--- src/rtl/multicycle_control_pkg.sv ---
`default_nettype none
// ============================================================================
// Module      : multicycle_control_pkg
// Description : Shared encodings for the multi-cycle MIPS control unit:
//               opcodes, funct codes, ALU control codes, FSM state codes and
//               datapath mux selects.
// Revision    : 1.0 - initial release
// ============================================================================
package multicycle_control_pkg;

    // Opcodes (IR[31:26])
    localparam logic [5:0] c_OP_RTYPE = 6'h00;
    localparam logic [5:0] c_OP_J     = 6'h02;
    localparam logic [5:0] c_OP_BEQ   = 6'h04;
    localparam logic [5:0] c_OP_ADDI  = 6'h08;
    localparam logic [5:0] c_OP_LW    = 6'h23;
    localparam logic [5:0] c_OP_SW    = 6'h2B;

    // R-type funct codes (IR[5:0])
    localparam logic [5:0] c_FN_ADD = 6'h20;
    localparam logic [5:0] c_FN_SUB = 6'h22;
    localparam logic [5:0] c_FN_AND = 6'h24;
    localparam logic [5:0] c_FN_OR  = 6'h25;
    localparam logic [5:0] c_FN_SLT = 6'h2A;

    // ALU control codes
    localparam logic [3:0] c_ALU_AND = 4'b0000;
    localparam logic [3:0] c_ALU_OR  = 4'b0001;
    localparam logic [3:0] c_ALU_ADD = 4'b0010;
    localparam logic [3:0] c_ALU_SUB = 4'b0110;
    localparam logic [3:0] c_ALU_SLT = 4'b0111;

    // ALU operation class handed to the ALU control decoder
    localparam logic [1:0] c_ALUOP_ADD   = 2'b00;
    localparam logic [1:0] c_ALUOP_SUB   = 2'b01;
    localparam logic [1:0] c_ALUOP_FUNCT = 2'b10;

    // FSM state encodings (visible on the debug state port)
    localparam int unsigned c_STATE_W = 4;
    localparam logic [c_STATE_W-1:0] c_ST_FETCH     = 4'd0;
    localparam logic [c_STATE_W-1:0] c_ST_DECODE    = 4'd1;
    localparam logic [c_STATE_W-1:0] c_ST_MEM_ADDR  = 4'd2;
    localparam logic [c_STATE_W-1:0] c_ST_MEM_READ  = 4'd3;
    localparam logic [c_STATE_W-1:0] c_ST_MEM_WB    = 4'd4;
    localparam logic [c_STATE_W-1:0] c_ST_MEM_WRITE = 4'd5;
    localparam logic [c_STATE_W-1:0] c_ST_EXECUTE   = 4'd6;
    localparam logic [c_STATE_W-1:0] c_ST_R_WB      = 4'd7;
    localparam logic [c_STATE_W-1:0] c_ST_BRANCH    = 4'd8;
    localparam logic [c_STATE_W-1:0] c_ST_JUMP      = 4'd9;
    localparam logic [c_STATE_W-1:0] c_ST_ADDI_EX   = 4'd10;
    localparam logic [c_STATE_W-1:0] c_ST_ADDI_WB   = 4'd11;
    localparam logic [c_STATE_W-1:0] c_ST_TRAP      = 4'd12;

    // PC source select
    localparam logic [1:0] c_PCSRC_ALU    = 2'b00;
    localparam logic [1:0] c_PCSRC_ALUOUT = 2'b01;
    localparam logic [1:0] c_PCSRC_JUMP   = 2'b10;

    // ALU B operand select
    localparam logic [1:0] c_SRCB_B      = 2'b00;
    localparam logic [1:0] c_SRCB_FOUR   = 2'b01;
    localparam logic [1:0] c_SRCB_IMM    = 2'b10;
    localparam logic [1:0] c_SRCB_IMM_SH = 2'b11;

    // States that wait on the memory handshake
    function automatic logic is_mem_state(input logic [c_STATE_W-1:0] st);
        return (st == c_ST_FETCH) || (st == c_ST_MEM_READ) || (st == c_ST_MEM_WRITE);
    endfunction

endpackage
`default_nettype wire

--- src/rtl/multicycle_control_alu_control_decoder.sv ---
`default_nettype none
// ============================================================================
// Module      : alu_control_decoder
// Description : Combinational ALU control decode. Fixed ADD/SUB for address
//               and compare work, funct-driven operation for R-type execute.
//               funct_valid flags the supported R-type funct codes.
// Revision    : 1.0 - initial release
// ============================================================================
module alu_control_decoder
    import multicycle_control_pkg::*;
(
    input  logic [1:0] alu_op,
    input  logic [5:0] funct,
    output logic [3:0] alu_control,
    output logic       funct_valid
);

    logic [3:0] w_funct_alu;

    // Map the R-type funct field onto an ALU operation
    always_comb begin
        w_funct_alu = c_ALU_ADD;
        funct_valid = 1'b1;
        case (funct)
            c_FN_ADD: w_funct_alu = c_ALU_ADD;
            c_FN_SUB: w_funct_alu = c_ALU_SUB;
            c_FN_AND: w_funct_alu = c_ALU_AND;
            c_FN_OR:  w_funct_alu = c_ALU_OR;
            c_FN_SLT: w_funct_alu = c_ALU_SLT;
            default: begin
                w_funct_alu = c_ALU_ADD;
                funct_valid = 1'b0;
            end
        endcase
    end

    // Select between the fixed operations and the funct-driven one
    always_comb begin
        alu_control = c_ALU_ADD;
        case (alu_op)
            c_ALUOP_ADD:   alu_control = c_ALU_ADD;
            c_ALUOP_SUB:   alu_control = c_ALU_SUB;
            c_ALUOP_FUNCT: alu_control = w_funct_alu;
            default:       alu_control = c_ALU_ADD;
        endcase
    end

endmodule
`default_nettype wire

--- src/rtl/multicycle_control.sv ---
`default_nettype none
// ============================================================================
// Module      : multicycle_control
// Description : Main control FSM of the multi-cycle MIPS datapath. Sequences
//               memory, IR, register file, ALU and PC; stretches memory
//               states on mem_ready; counts retired instructions and traps
//               unsupported encodings or memory stalls beyond WAIT_LIMIT.
// Revision    : 1.0 - initial release
// ============================================================================
module multicycle_control
    import multicycle_control_pkg::*;
#(
    parameter int COUNT_WIDTH = 32,
    parameter int WAIT_LIMIT  = 16
) (
    input  logic                   clock,
    input  logic                   reset,
    input  logic [5:0]             opcode,
    input  logic [5:0]             funct,
    input  logic                   zero,
    input  logic                   mem_ready,
    output logic                   pc_write,
    output logic                   pc_write_cond,
    output logic [1:0]             pc_source,
    output logic                   i_or_d,
    output logic                   mem_read,
    output logic                   mem_write,
    output logic                   ir_write,
    output logic                   mem_to_reg,
    output logic                   reg_dst,
    output logic                   reg_write,
    output logic                   alu_src_a,
    output logic [1:0]             alu_src_b,
    output logic [3:0]             alu_control,
    output logic                   error,
    output logic [3:0]             state,
    output logic [COUNT_WIDTH-1:0] instr_count
);

    // Wait counter only needs to reach WAIT_LIMIT, where it saturates
    localparam int c_wait_w = (WAIT_LIMIT < 2) ? 1 : $clog2(WAIT_LIMIT + 1);
    localparam logic [c_wait_w-1:0] c_wait_max = c_wait_w'(WAIT_LIMIT);

    logic [c_STATE_W-1:0]   r_state;
    logic [c_STATE_W-1:0]   w_next;
    logic [c_wait_w-1:0]    r_wait;
    logic [COUNT_WIDTH-1:0] r_count;
    logic                   r_error;
    logic                   w_wait_expired;
    logic                   w_funct_valid;
    logic [3:0]             w_dec_alu;
    logic [1:0]             w_alu_op;
    logic                   w_alu_en;

    // Unregated enables, masked by reset before reaching the ports
    logic w_pc_write;
    logic w_pc_write_cond;
    logic w_mem_read;
    logic w_mem_write;
    logic w_ir_write;
    logic w_reg_write;

    // ZERO zero flag is consumed by the datapath PC-write qualifier, not here
    logic w_unused;
    assign w_unused = zero;

    alu_control_decoder u_alu_dec (
        .alu_op      (w_alu_op),
        .funct       (funct),
        .alu_control (w_dec_alu),
        .funct_valid (w_funct_valid)
    );

    generate
        if (WAIT_LIMIT != 0) begin : g_wait_limit
            assign w_wait_expired = (r_wait == c_wait_max) && !mem_ready;
        end else begin : g_no_wait_limit
            assign w_wait_expired = 1'b0;
        end
    endgenerate

    // Next-state selection from the registered state and decoded IR fields
    always_comb begin
        w_next = r_state;
        case (r_state)
            c_ST_FETCH: begin
                if (mem_ready)           w_next = c_ST_DECODE;
                else if (w_wait_expired) w_next = c_ST_TRAP;
            end
            c_ST_DECODE: begin
                case (opcode)
                    c_OP_RTYPE: w_next = w_funct_valid ? c_ST_EXECUTE : c_ST_TRAP;
                    c_OP_LW:    w_next = c_ST_MEM_ADDR;
                    c_OP_SW:    w_next = c_ST_MEM_ADDR;
                    c_OP_BEQ:   w_next = c_ST_BRANCH;
                    c_OP_J:     w_next = c_ST_JUMP;
                    c_OP_ADDI:  w_next = c_ST_ADDI_EX;
                    default:    w_next = c_ST_TRAP;
                endcase
            end
            c_ST_MEM_ADDR: w_next = (opcode == c_OP_LW) ? c_ST_MEM_READ : c_ST_MEM_WRITE;
            c_ST_MEM_READ: begin
                if (mem_ready)           w_next = c_ST_MEM_WB;
                else if (w_wait_expired) w_next = c_ST_TRAP;
            end
            c_ST_MEM_WRITE: begin
                if (mem_ready)           w_next = c_ST_FETCH;
                else if (w_wait_expired) w_next = c_ST_TRAP;
            end
            c_ST_EXECUTE: w_next = c_ST_R_WB;
            c_ST_ADDI_EX: w_next = c_ST_ADDI_WB;
            c_ST_MEM_WB,
            c_ST_R_WB,
            c_ST_ADDI_WB,
            c_ST_BRANCH,
            c_ST_JUMP:    w_next = c_ST_FETCH;
            c_ST_TRAP:    w_next = c_ST_TRAP;
            // Unused encodings are treated as a fault
            default:      w_next = c_ST_TRAP;
        endcase
    end

    // State, wait counter, sticky error and retirement counter
    always_ff @(posedge clock or posedge reset) begin
        if (reset) begin
            r_state <= c_ST_FETCH;
            r_wait  <= '0;
            r_count <= '0;
            r_error <= 1'b0;
        end else begin
            r_state <= w_next;
            if (w_next != r_state) begin
                r_wait <= '0;
            end else if (is_mem_state(r_state) && !mem_ready && (r_wait != c_wait_max)) begin
                r_wait <= r_wait + c_wait_w'(1);
            end
            if ((w_next == c_ST_FETCH) && (r_state != c_ST_FETCH)) begin
                r_count <= r_count + COUNT_WIDTH'(1);
            end
            if (w_next == c_ST_TRAP) begin
                r_error <= 1'b1;
            end
        end
    end

    // Per-state datapath controls decoded from the registered state
    always_comb begin
        w_pc_write      = 1'b0;
        w_pc_write_cond = 1'b0;
        pc_source       = c_PCSRC_ALU;
        i_or_d          = 1'b0;
        w_mem_read      = 1'b0;
        w_mem_write     = 1'b0;
        w_ir_write      = 1'b0;
        mem_to_reg      = 1'b0;
        reg_dst         = 1'b0;
        w_reg_write     = 1'b0;
        alu_src_a       = 1'b0;
        alu_src_b       = c_SRCB_B;
        w_alu_op        = c_ALUOP_ADD;
        w_alu_en        = 1'b0;
        case (r_state)
            c_ST_FETCH: begin
                w_mem_read = 1'b1;
                alu_src_b  = c_SRCB_FOUR;
                w_alu_en   = 1'b1;
                // PC and IR load only on the completing cycle of the fetch
                w_pc_write = mem_ready;
                w_ir_write = mem_ready;
            end
            c_ST_DECODE: begin
                alu_src_b = c_SRCB_IMM_SH;
                w_alu_en  = 1'b1;
            end
            c_ST_MEM_ADDR,
            c_ST_ADDI_EX: begin
                alu_src_a = 1'b1;
                alu_src_b = c_SRCB_IMM;
                w_alu_en  = 1'b1;
            end
            c_ST_MEM_READ: begin
                w_mem_read = 1'b1;
                i_or_d     = 1'b1;
            end
            c_ST_MEM_WRITE: begin
                w_mem_write = 1'b1;
                i_or_d      = 1'b1;
            end
            c_ST_MEM_WB: begin
                w_reg_write = 1'b1;
                mem_to_reg  = 1'b1;
            end
            c_ST_EXECUTE: begin
                alu_src_a = 1'b1;
                alu_src_b = c_SRCB_B;
                w_alu_op  = c_ALUOP_FUNCT;
                w_alu_en  = 1'b1;
            end
            c_ST_R_WB: begin
                w_reg_write = 1'b1;
                reg_dst     = 1'b1;
            end
            c_ST_ADDI_WB: begin
                w_reg_write = 1'b1;
            end
            c_ST_BRANCH: begin
                alu_src_a       = 1'b1;
                w_alu_op        = c_ALUOP_SUB;
                w_alu_en        = 1'b1;
                w_pc_write_cond = 1'b1;
                pc_source       = c_PCSRC_ALUOUT;
            end
            c_ST_JUMP: begin
                w_pc_write = 1'b1;
                pc_source  = c_PCSRC_JUMP;
            end
            default: ;
        endcase
    end

    // ALU control is zero outside states that use the ALU
    assign alu_control = w_alu_en ? w_dec_alu : 4'b0000;

    // Reset kills every request immediately, without waiting for a clock
    assign pc_write      = w_pc_write      & ~reset;
    assign pc_write_cond = w_pc_write_cond & ~reset;
    assign mem_read      = w_mem_read      & ~reset;
    assign mem_write     = w_mem_write     & ~reset;
    assign ir_write      = w_ir_write      & ~reset;
    assign reg_write     = w_reg_write     & ~reset;

    assign error       = r_error;
    assign state       = r_state;
    assign instr_count = r_count;

endmodule
`default_nettype wire

--- config.mk ---
export PLATFORM = sky130hd
export DESIGN_NAME = multicycle_control
export DESIGN_NICKNAME = d
export VERILOG_FILES = /design/src/rtl/multicycle_control_pkg.sv /design/src/rtl/multicycle_control_alu_control_decoder.sv /design/src/rtl/multicycle_control.sv
export SDC_FILE = /design/constraint.sdc
export NUM_CORES = 1
export LEC_CHECK = 0
export CORE_MARGIN = 5
export CORE_UTILIZATION = 44
export DETAILED_ROUTE_END_ITERATION = 10
export PLACE_DENSITY = 0.78
export SYNTH_ARGS = -nofsm -noshare
export SYNTH_HDL_FRONTEND = slang
export SYNTH_SLANG_ARGS = --single-unit
export TNS_END_PERCENT = 1
--- constraint.sdc ---
create_clock -name clock -period 2.72 [get_ports clock]
set_input_delay 0.408 -clock clock [delete_from_list [all_inputs] [get_ports clock]]
set_output_delay 0.408 -clock clock [all_outputs]
set_load 0.005 [all_outputs]
# Word level (Yosys, flattened, before mapping)
# Cells that the tools add are included.
# word_totals
input_bits	16
output_inout_bits	55
register_bits	42
word_cells	89
# classes
n_bitwise	7
add_sub_neg	2
eq_ne	27
muxes	28
reduce_logical	21
# ops
op	count
$eq 6x6->1 const B	7
$add 32x1->32 const B	1
$pmux 4 s8	1
$mux 4	6
$eq 4x4->1 const B	5
$pmux 4 s5	1
$eq 4x3->1 const B	4
$pmux 3 s4	1
$mux 1	11
$mux 5	2
$reduce_or 5->1	2
$eq 4x2->1 const B	2
$logic_not 4->1	2
$pmux 2 s2	2
$reduce_or 2->1	4
$and 1x1->1	6
$eq 6x2->1 const B	1
$eq 6x3->1 const B	1
$eq 6x4->1 const B	1
$logic_not 6->1	1
$pmux 2 s3	1
$pmux 3 s2	1
$reduce_or 6->1	1
$add 5x1->5 const B	1
16 further kinds	20

# Logic depth before layout (Yosys ltp)
# Gate-level depths: netlist of run 1.
# logic_depth
ltp_word	8
mapped_depth	10
ltp_nobuf	9

# Cells and area by module
# A second synthesis of run 1 with hierarchy kept.
# unflattened
hier_cells	295
area_unflattened_um2	2688.8
# modules_own_cells
mod	area_each_um2	seq_area_each_um2	cells_each	n_inst
multicycle_control	2509.9	1051.0	275	1
alu_control_decoder	178.9	0.0	20	1

# Worst setup path before layout of run 1
# Ideal clock, no wire load.
# synth_timing
path_type	input port to flip-flop
from	input port opcode[3]
to	register r_count[26], in the netlist instr_count[26]
n_path_buf	2
setup_time_ns	0.079
arrival_ns	2.543
stages	9
path_slack_ns	0.098
required_ns	2.641
cell_sequence	buf_6 or4b_1 a311oi_1 nand3b_2 o311ai_4 or4_4 buf_6 nor3b_2 xor2_1
# synth_between
elab_chain_len	6
elab_cells_between_ends	12
cone_classes	5 x eq/ne; 3 x mux; 4 x reduce/logical
# synth_rtl
element	line_no	text
start: declaration	multicycle_control.sv:18	input logic [5:0] opcode,
$eq 6x6->1, on equally long branches	multicycle_control.sv:91, multicycle_control.sv:101	
$reduce_or 2->1 (no line)	--	
$pmux 4 s5	multicycle_control.sv:91	case (opcode)
$pmux 4 s8 (*)	multicycle_control.sv:85	case (r_state)
named net w_next[2]	multicycle_control.sv:45	logic [c_STATE_W-1:0] w_next;
$logic_not 4->1 (*)	multicycle_control.sv:137	if ((w_next == c_ST_FETCH) && (r_state != c_ST_FETCH)) begin
$logic_and 1x1->1 (*)	multicycle_control.sv:137	
end signal: assignment	multicycle_control.sv:138	r_count <= r_count + COUNT_WIDTH'(1);
end: declaration	multicycle_control.sv:47	logic [COUNT_WIDTH-1:0] r_count;
# The timed path passes the listed nets; every way through them passes the cells marked *.
# A chain may end at the register's enable or synchronous reset.

# Worst setup path after layout of run 1
# layout_timing
from	register r_state[0], in the netlist state[0]
to	output port alu_control[1]
# layout_between
elab_chain_len	5
elab_cells_between_ends	13
cone_classes	7 x eq/ne; 4 x mux; 2 x reduce/logical
# layout_rtl
element	line_no	text
start: declaration	multicycle_control.sv:44	logic [c_STATE_W-1:0] r_state;
start signal: assignment	multicycle_control.sv:126	r_state <= c_ST_FETCH;
start signal: assignment	multicycle_control.sv:131	r_state <= w_next;
$eq 4x4->1 or $eq 4x3->1 (tied branches)	multicycle_control.sv:162	case (r_state)
$pmux 2 s2	multicycle_control.sv:162	
$eq 2x2->1 or $eq 2x1->1 (tied branches)	multicycle_control_alu_control_decoder.sv:40	case (alu_op)
$pmux 3 s2	multicycle_control_alu_control_decoder.sv:40	
$mux 4 (*)	multicycle_control.sv:222	assign alu_control = w_alu_en ? w_dec_alu : 4'b0000;
end: declaration	multicycle_control.sv:34	output logic [3:0] alu_control,
# Every way passes the cells marked *; elsewhere a longest branch is shown, timed or not.

==> summary.md, run 1 <==
### Status
- finished, final reports clean — outcome

### Worst setup path
- dfrtp_2 — CP max-delay cell
- nor2b_4 -> nand3_1 -> ha_1 -> a211oi_1 -> nor2_1 -> clkdlybuf4s50_1 — Cell Chain, Critical Path
- output pin — Worst setup EP type
- flip-flop — startpoint class of the critical path
- flip-flop to output pin — WS Path Type
- 2.19 ns — signal arrival time at the worst endpoint
- 5 — CP Max Fanout
- 2.31 ns — Worst Path Required
- flip-flops — category of cells accounting for the largest share of critical-path delay
- 0.45 ns — slowest stage delay, CP
- 1 — buffering stage count on the worst path with inverters included

### Clock tree
- yes — TritonCTS clock tree
- 0 — Hold Buf Count CTS
- 5 — Num CTS Buffers
- 2 — buffer depth of the longest clock path
- 42 — CTS sink cnt
- clkbuf_8 — library cell used as clock root buffer
- 0.08 ns — clock slew at the register clock pins of the worst setup and hold paths
- 2 — Clock H-tree levels
- 0.29 ns — clk_lat worst skew

### Power
- 0.000505 V — IR drop worst, VDD
- 2.89 mW — Total Power
- 1.67 nW — Leak Pwr
- 759 mW/mm^2 — Cell Pwr Density

### Floorplanning
- 88.0 microns — die boundary width
- 88.0 microns — Vert. Die Dim
- 45.2% — Starting Density
- 0.00774 sq mm — die area
- 0.00592 sq mm — area of the core region
- 71 — I/O Pins
- 28 — # rows

### STA
- 64.5% — headroom to the max-slew limit
- 0.123 ns — Worst Slack Setup Final
- 0.00376 ns — final setup skew
- true — RSZ-0062 raised after global routing
- 95.5% — share of the cycle needed by the critical path after routing
- 385 MHz — maximum clock rate
- 2.60 ns — post-layout min period
- 0 — max-slew violations
- 0 — final setup fails
- 0.532 ns — pin slew with the least headroom to its limit
- 0 — number of hold violations in the final report

### Route
- 5.55 — detail-routed via count per cell
- 15.3 microns — post-detailed-route wirelength per cell
- 204 — initial DRC count
- 0 — residual DRC count
- 7040 microns — final WL
- 0 — remaining antenna violation count
- 2548 — total number of vias
- 4 — number of search-and-repair iterations in the first detailed-routing pass

### Finish
- 489 — fill count
- 405 — final net count
- 63 x clkdlybuf4s50_1, 39 x dfrtp_1, 33 x buf_4, 26 x nor2_1, 26 x xnor2_1 — commonest cells after routing, fill and taps aside
- 459 — number of non-filler instances in the completed layout
- 0 — number of antenna cells inserted
- 64.5% — final core occ
- clkdlybuf4s50_1 — most common cell after layout, fill and taps aside
- 42.6% — area growth from synthesis to layout
- 0.00382 sq mm — fin area
- 18.0% — fraction of final layout cells sized beyond drive strength 1

### Synthesis
- 0 — number of enable-type register cells in the synthesized netlist
- 291 — count of mapped cells out of synthesis
- 42 — synthesis-stage register bit count
- 9.20 sq um — mean instance size in the synthesized netlist
- 39.3% — proportion of synthesized chip area in sequential cells
- 0 — count of warnings emitted by yosys
- 313 — syn_nets
- 0.00268 sq mm — area of the mapped netlist
- 49 — number of library cell types mapped by synthesis
- dfrtp_1 — most instantiated flip-flop cell in the synthesis netlist
- 100% — Async S/R FF share, synth

### Placement
- -0.390 ns — worst slack at placement
- 445 — Post-Place Cells
- 68 — number of buffer cells added on primary ports
- 0.00359 sq mm — post-place instance area
- 0.920 — weighted congestion reported at the end of routability-driven placement
- 4880 microns — HPWL reported at the end of detailed placement

### Global route
- 11200 microns — first-pass GRT wire length
- 0 — grt ovf
- 2483 — vias in the first global route
- 0 — number of antenna violations at the first check in global routing
- 43 — pin count of the biggest net entering global routing
- 17.8% — total global routing track utilization

### Worst hold path
- flip-flop to flip-flop — Hold Path Class

### Flow run
- 0 — number of max-capacitance violations reported

## flip-flops by register name, summed over array words and instances, names as in the netlist
register     flops
instr_count     32
r_wait           5
state            4
error            1
## cell type report
class	instances	area, sq um	share of cell area (%)
Tap cell	75	93.8	2.46
Clock buffer	7	86.3	2.26
Sequential cell	42	1050	27.6
Clock inverter	1	5.00	0.131
Timing Repair Buffer	103	957	25.1
Inverter	10	37.5	0.984
Multi-Input combinational cell	221	1580	41.4
## cell families after synthesis
logic type                 after synthesis  share of synthesized area, %
AOI/OAI and AO/OA                       38                          10.5
xor gates and xnor gates                38                          12.4
and+or+nand+nor                        134                          28.8
buffers and inverters                   29                          4.96
adders and majority gates                6                          2.80
muxes                                    3                          1.17
DFF                                     42                          39.3
other                                    1                         0.140
## final timing paths
path / startpoint / to / slack [ns] / cells past startpoint
max: state[0] / alu_control[1] / 0.12 / 6
min: error / error / 0.47 / 1
max reg2reg: r_wait[0] / instr_count[26] / 0.15 / 10
min reg2reg: error / error / 0.47 / 1
max in group asynchronous: reset / state[3] / 1.60 / 3
min in group asynchronous: reset / state[0] / 0.73 / 3
## synth_stat cells, types with 3 or more instances
cell      count  share of area [%]
xnor2_1      26                8.5
nand3b_1      3               0.84
a211oi_1      4                1.1
and3_1       11                2.6
dfrtp_1      42                 39
nand4_1      15                3.5
nor2_1       28                3.9
xor2_1       12                3.9
nor4_1        5                1.2
ha_1          6                2.8
inv_1        10                1.4
a21oi_1       7                1.3
o21ai_0      11                2.1
nand2b_1      6                1.4
buf_2         4               0.75
nand3_1      15                2.8
and4_1        4                1.3
nor2b_1       4               0.93
clkbuf_1      9                1.3
buf_1         3               0.42
and2_1        5                1.2
nor3b_2       3                1.4
nor3_1        7                1.3
nand2_1      16                2.2
## timing repair
action | CTS | global route
pin swaps | 3 | 4
setup endpoints to repair | 12 | 34
buffers inserted | 0 | 4
cloned | 1 | 1
resized for setup | 8 | 18
## report_power, final
group / switching (mW) / internal (mW)
Combinational: 0.811 / 0.846
Sequential: 0.108 / 0.712
Clock: 0.213 / 0.205
Total: 1.13 / 1.76
## per-stage QoR
stage	TNS, ns	hold WS (ns)
detailed placement	-7.79	0.463
finish	0	0.473
global route	-0.103	0.504
floorplan	0	0.451
CTS	-0.117	0.481
global placement	-6.35	0.449
## per-layer routing
metal	global-route usage, %	vias up	share of wire (%)
li1	-	1219	-
met5	0	-	0
met4	6.14	0	1.3
met2	29.2	75	48
met1	23.2	1244	45
met3	4.05	10	5.7
No activity file was read; power rests on OpenSTA's default activity.
==> run 2, diff against run 1 <==
Settings changed: CTS_CLUSTER_SIZE set to 8.
==> results of run 2 <==
The final DEF is identical to that of run 1; final timing and power are the same.
==> edit: new RTL, flow settings as in run 2 <==
Register the output `instr_count` once more, with the module's reset; this adds one clock of latency there. The other outputs are not delayed to match.
--- a/src/rtl/multicycle_control.sv
+++ b/src/rtl/multicycle_control.sv
@@ -233,3 +233,9 @@
     assign state       = r_state;
-    assign instr_count = r_count;
+    always_ff @(posedge clock or posedge reset) begin
+        if (reset) begin
+            instr_count <= '0;
+        end else begin
+            instr_count <= r_count;
+        end
+    end
 
Formal check against the unedited RTL: not equivalent (a bounded check fails within 4 cycles, from zero or initial values and one cycle with reset high).
==> edit against run 2 <==
Cell count increased by 23%; core utilization decreased by 4.5 points; sequential share of layout area increased by 8.4 points; total power increased by 32%; sequential cell count increased by 32; synthesized area increased by 42%; wire length increased by 28%; worst setup slack got worse by 39 ps; largest cell class is now flip-flops and latches; clock skew increased by 5.5 ps; critical endpoint is now alu_control[2]; sequential power increased by 59%; cell area increased by 35%.
==> edit: results (changes against run 2) <==
status: "finished clean"
arrival_ps: 2230  # +40 ps
grt_pass1_wl_um: 14800  # +33%
syn_avg_cell_area_um2: 10.9  # +19%
clk_latency_ps: 350  # +60 ps
synth_common_cells: "dfrtp_1 (74), xor2_1 (35), nor4_2 (25)"
gp_congestion: 0.852  # -7.4%
ys_types: 62  # +27%
fin_nets: 474  # +17%
max-slew-margin-rel: 0.401  # -0.245
cts_root_buf: "clkbuf_8"
dp_cells: 541  # +22%
drive_above_1_share: 0.234  # +0.0544
vias: 3138  # +23%
fillCellCount: 673  # +38%
cts-buffers-inserted: 9  # +4
synth.area.top_cells: "dfrtp_1 (49%), nor4_2 (8.2%), xor2_1 (8.0%), nand3_1 (2.5%), nand2_1 (2.3%)"
power.leakage_nw: 2.33  # +40%
drt_iter0_drc: 165  # -19%
grt_max_degree: 75  # +74%
wl_per_cell_um: 15.9  # +3.8%
grt_pass1_vias: 3044  # +23%
reg_top3: "instr_count: 32 flops, r_count: 32 flops, r_wait: 5 flops"
mappedNetlistNets: 371  # +19%
path_max_fanout: 4  # -1
grtUsageTotal: 0.177  # -0.00136
dp_hpwl_um: 6190  # +27%
stdcell_area_um2: 5150  # +35%
skew_ps: 9.30  # +5.53 ps
synth-seq-area-share: 0.486  # +0.0930
peakVddDrop_mv: 0.331  # -34%
cts.htree.levels: 3  # +1
cp_slowest_cell: "clkdlybuf4s50_1"
slowest_delay_ps: 530  # +80 ps
postPlaceCellArea_um2: 4840  # +35%
[edit: metal layers]
metal | track usage | wire [um] | up-vias | part of all wire
li1 | - | - | 1478 | -
met1 | 0.233 | 3760 | 1555 | 0.42
met2 | 0.287 | 4580 | 85 | 0.51
met3 | 0.0345 | 449 | 20 | 0.050
met4 | 0.0727 | 204 | 0 | 0.023
met5 | 0 | 0 | - | 0
[edit: logic make-up after synthesis]
logic type,Yosys count,synth area share
other cells,1,0.000984
buf+inv,33,0.0446
fa+ha+maj,6,0.0197
flops,74,0.486
xor+xnor,38,0.0912
simple gates,152,0.272
compound gates,42,0.0775
mux,3,0.00820
[edit: final cells by class]
class	count	share of cell area
Inverter	13	0.00948
Clock buffer	10	0.0267
Multi-Input combinational cell	242	0.358
Timing Repair Buffer	112	0.207
Sequential cell	74	0.360
Tap cell	108	0.0262
Clock inverter	6	0.0126
[edit: stage by stage]
| stage | setup TNS [ps] | worst slack (ps) |
|---|---|---|
| 2_1_floorplan | 0 | 2.18 |
| 3_3_place_gp | -1800 | -81.2 |
| 3_5_place_dp | -3760 | -194 |
| 4_1_cts | 0 | 45.0 |
| 5_1_grt | -68.0 | -34.2 |
| 6_report | 0 | 84.3 |
[edit: power by group]
group	switching, mW	internal, mW	total (mW)
Clock	0.422	0.450	0.872
Combinational	0.900	0.754	1.65
Sequential	0.0870	1.21	1.30
Total	1.41	2.41	3.82
[edit: worst paths after layout]
check / from / slack, ps / endpoint / cells after the start
max: state[0] / 80 / alu_control[2] / 6
min: r_count[31] / 420 / instr_count[31] / 0
min reg2reg: r_count[31] / 420 / instr_count[31] / 0
max reg2reg: state[1] / 140 / r_count[4] / 10
min in group asynchronous: reset / 820 / r_wait[0] / 3
max in group asynchronous: reset / 1240 / state[0] / 3
[edit: worst reg2reg max path, cell delays in order (launching register included)]
cell and delay [ps]:
dfrtp_1 440, buf_4 160, buf_4 150, xor2_2 210, o21a_1 180, o21ai_1 70
or4_4 560, buf_4 160, buf_4 140, nor4_2 270, xor2_1 170
[edit: timing repair]
item,4_1_cts,5_1_grt
setup buffers,8,0
hold endpoints to repair,0,0
gates resized for setup,7,8
setup endpoints to repair,3,34
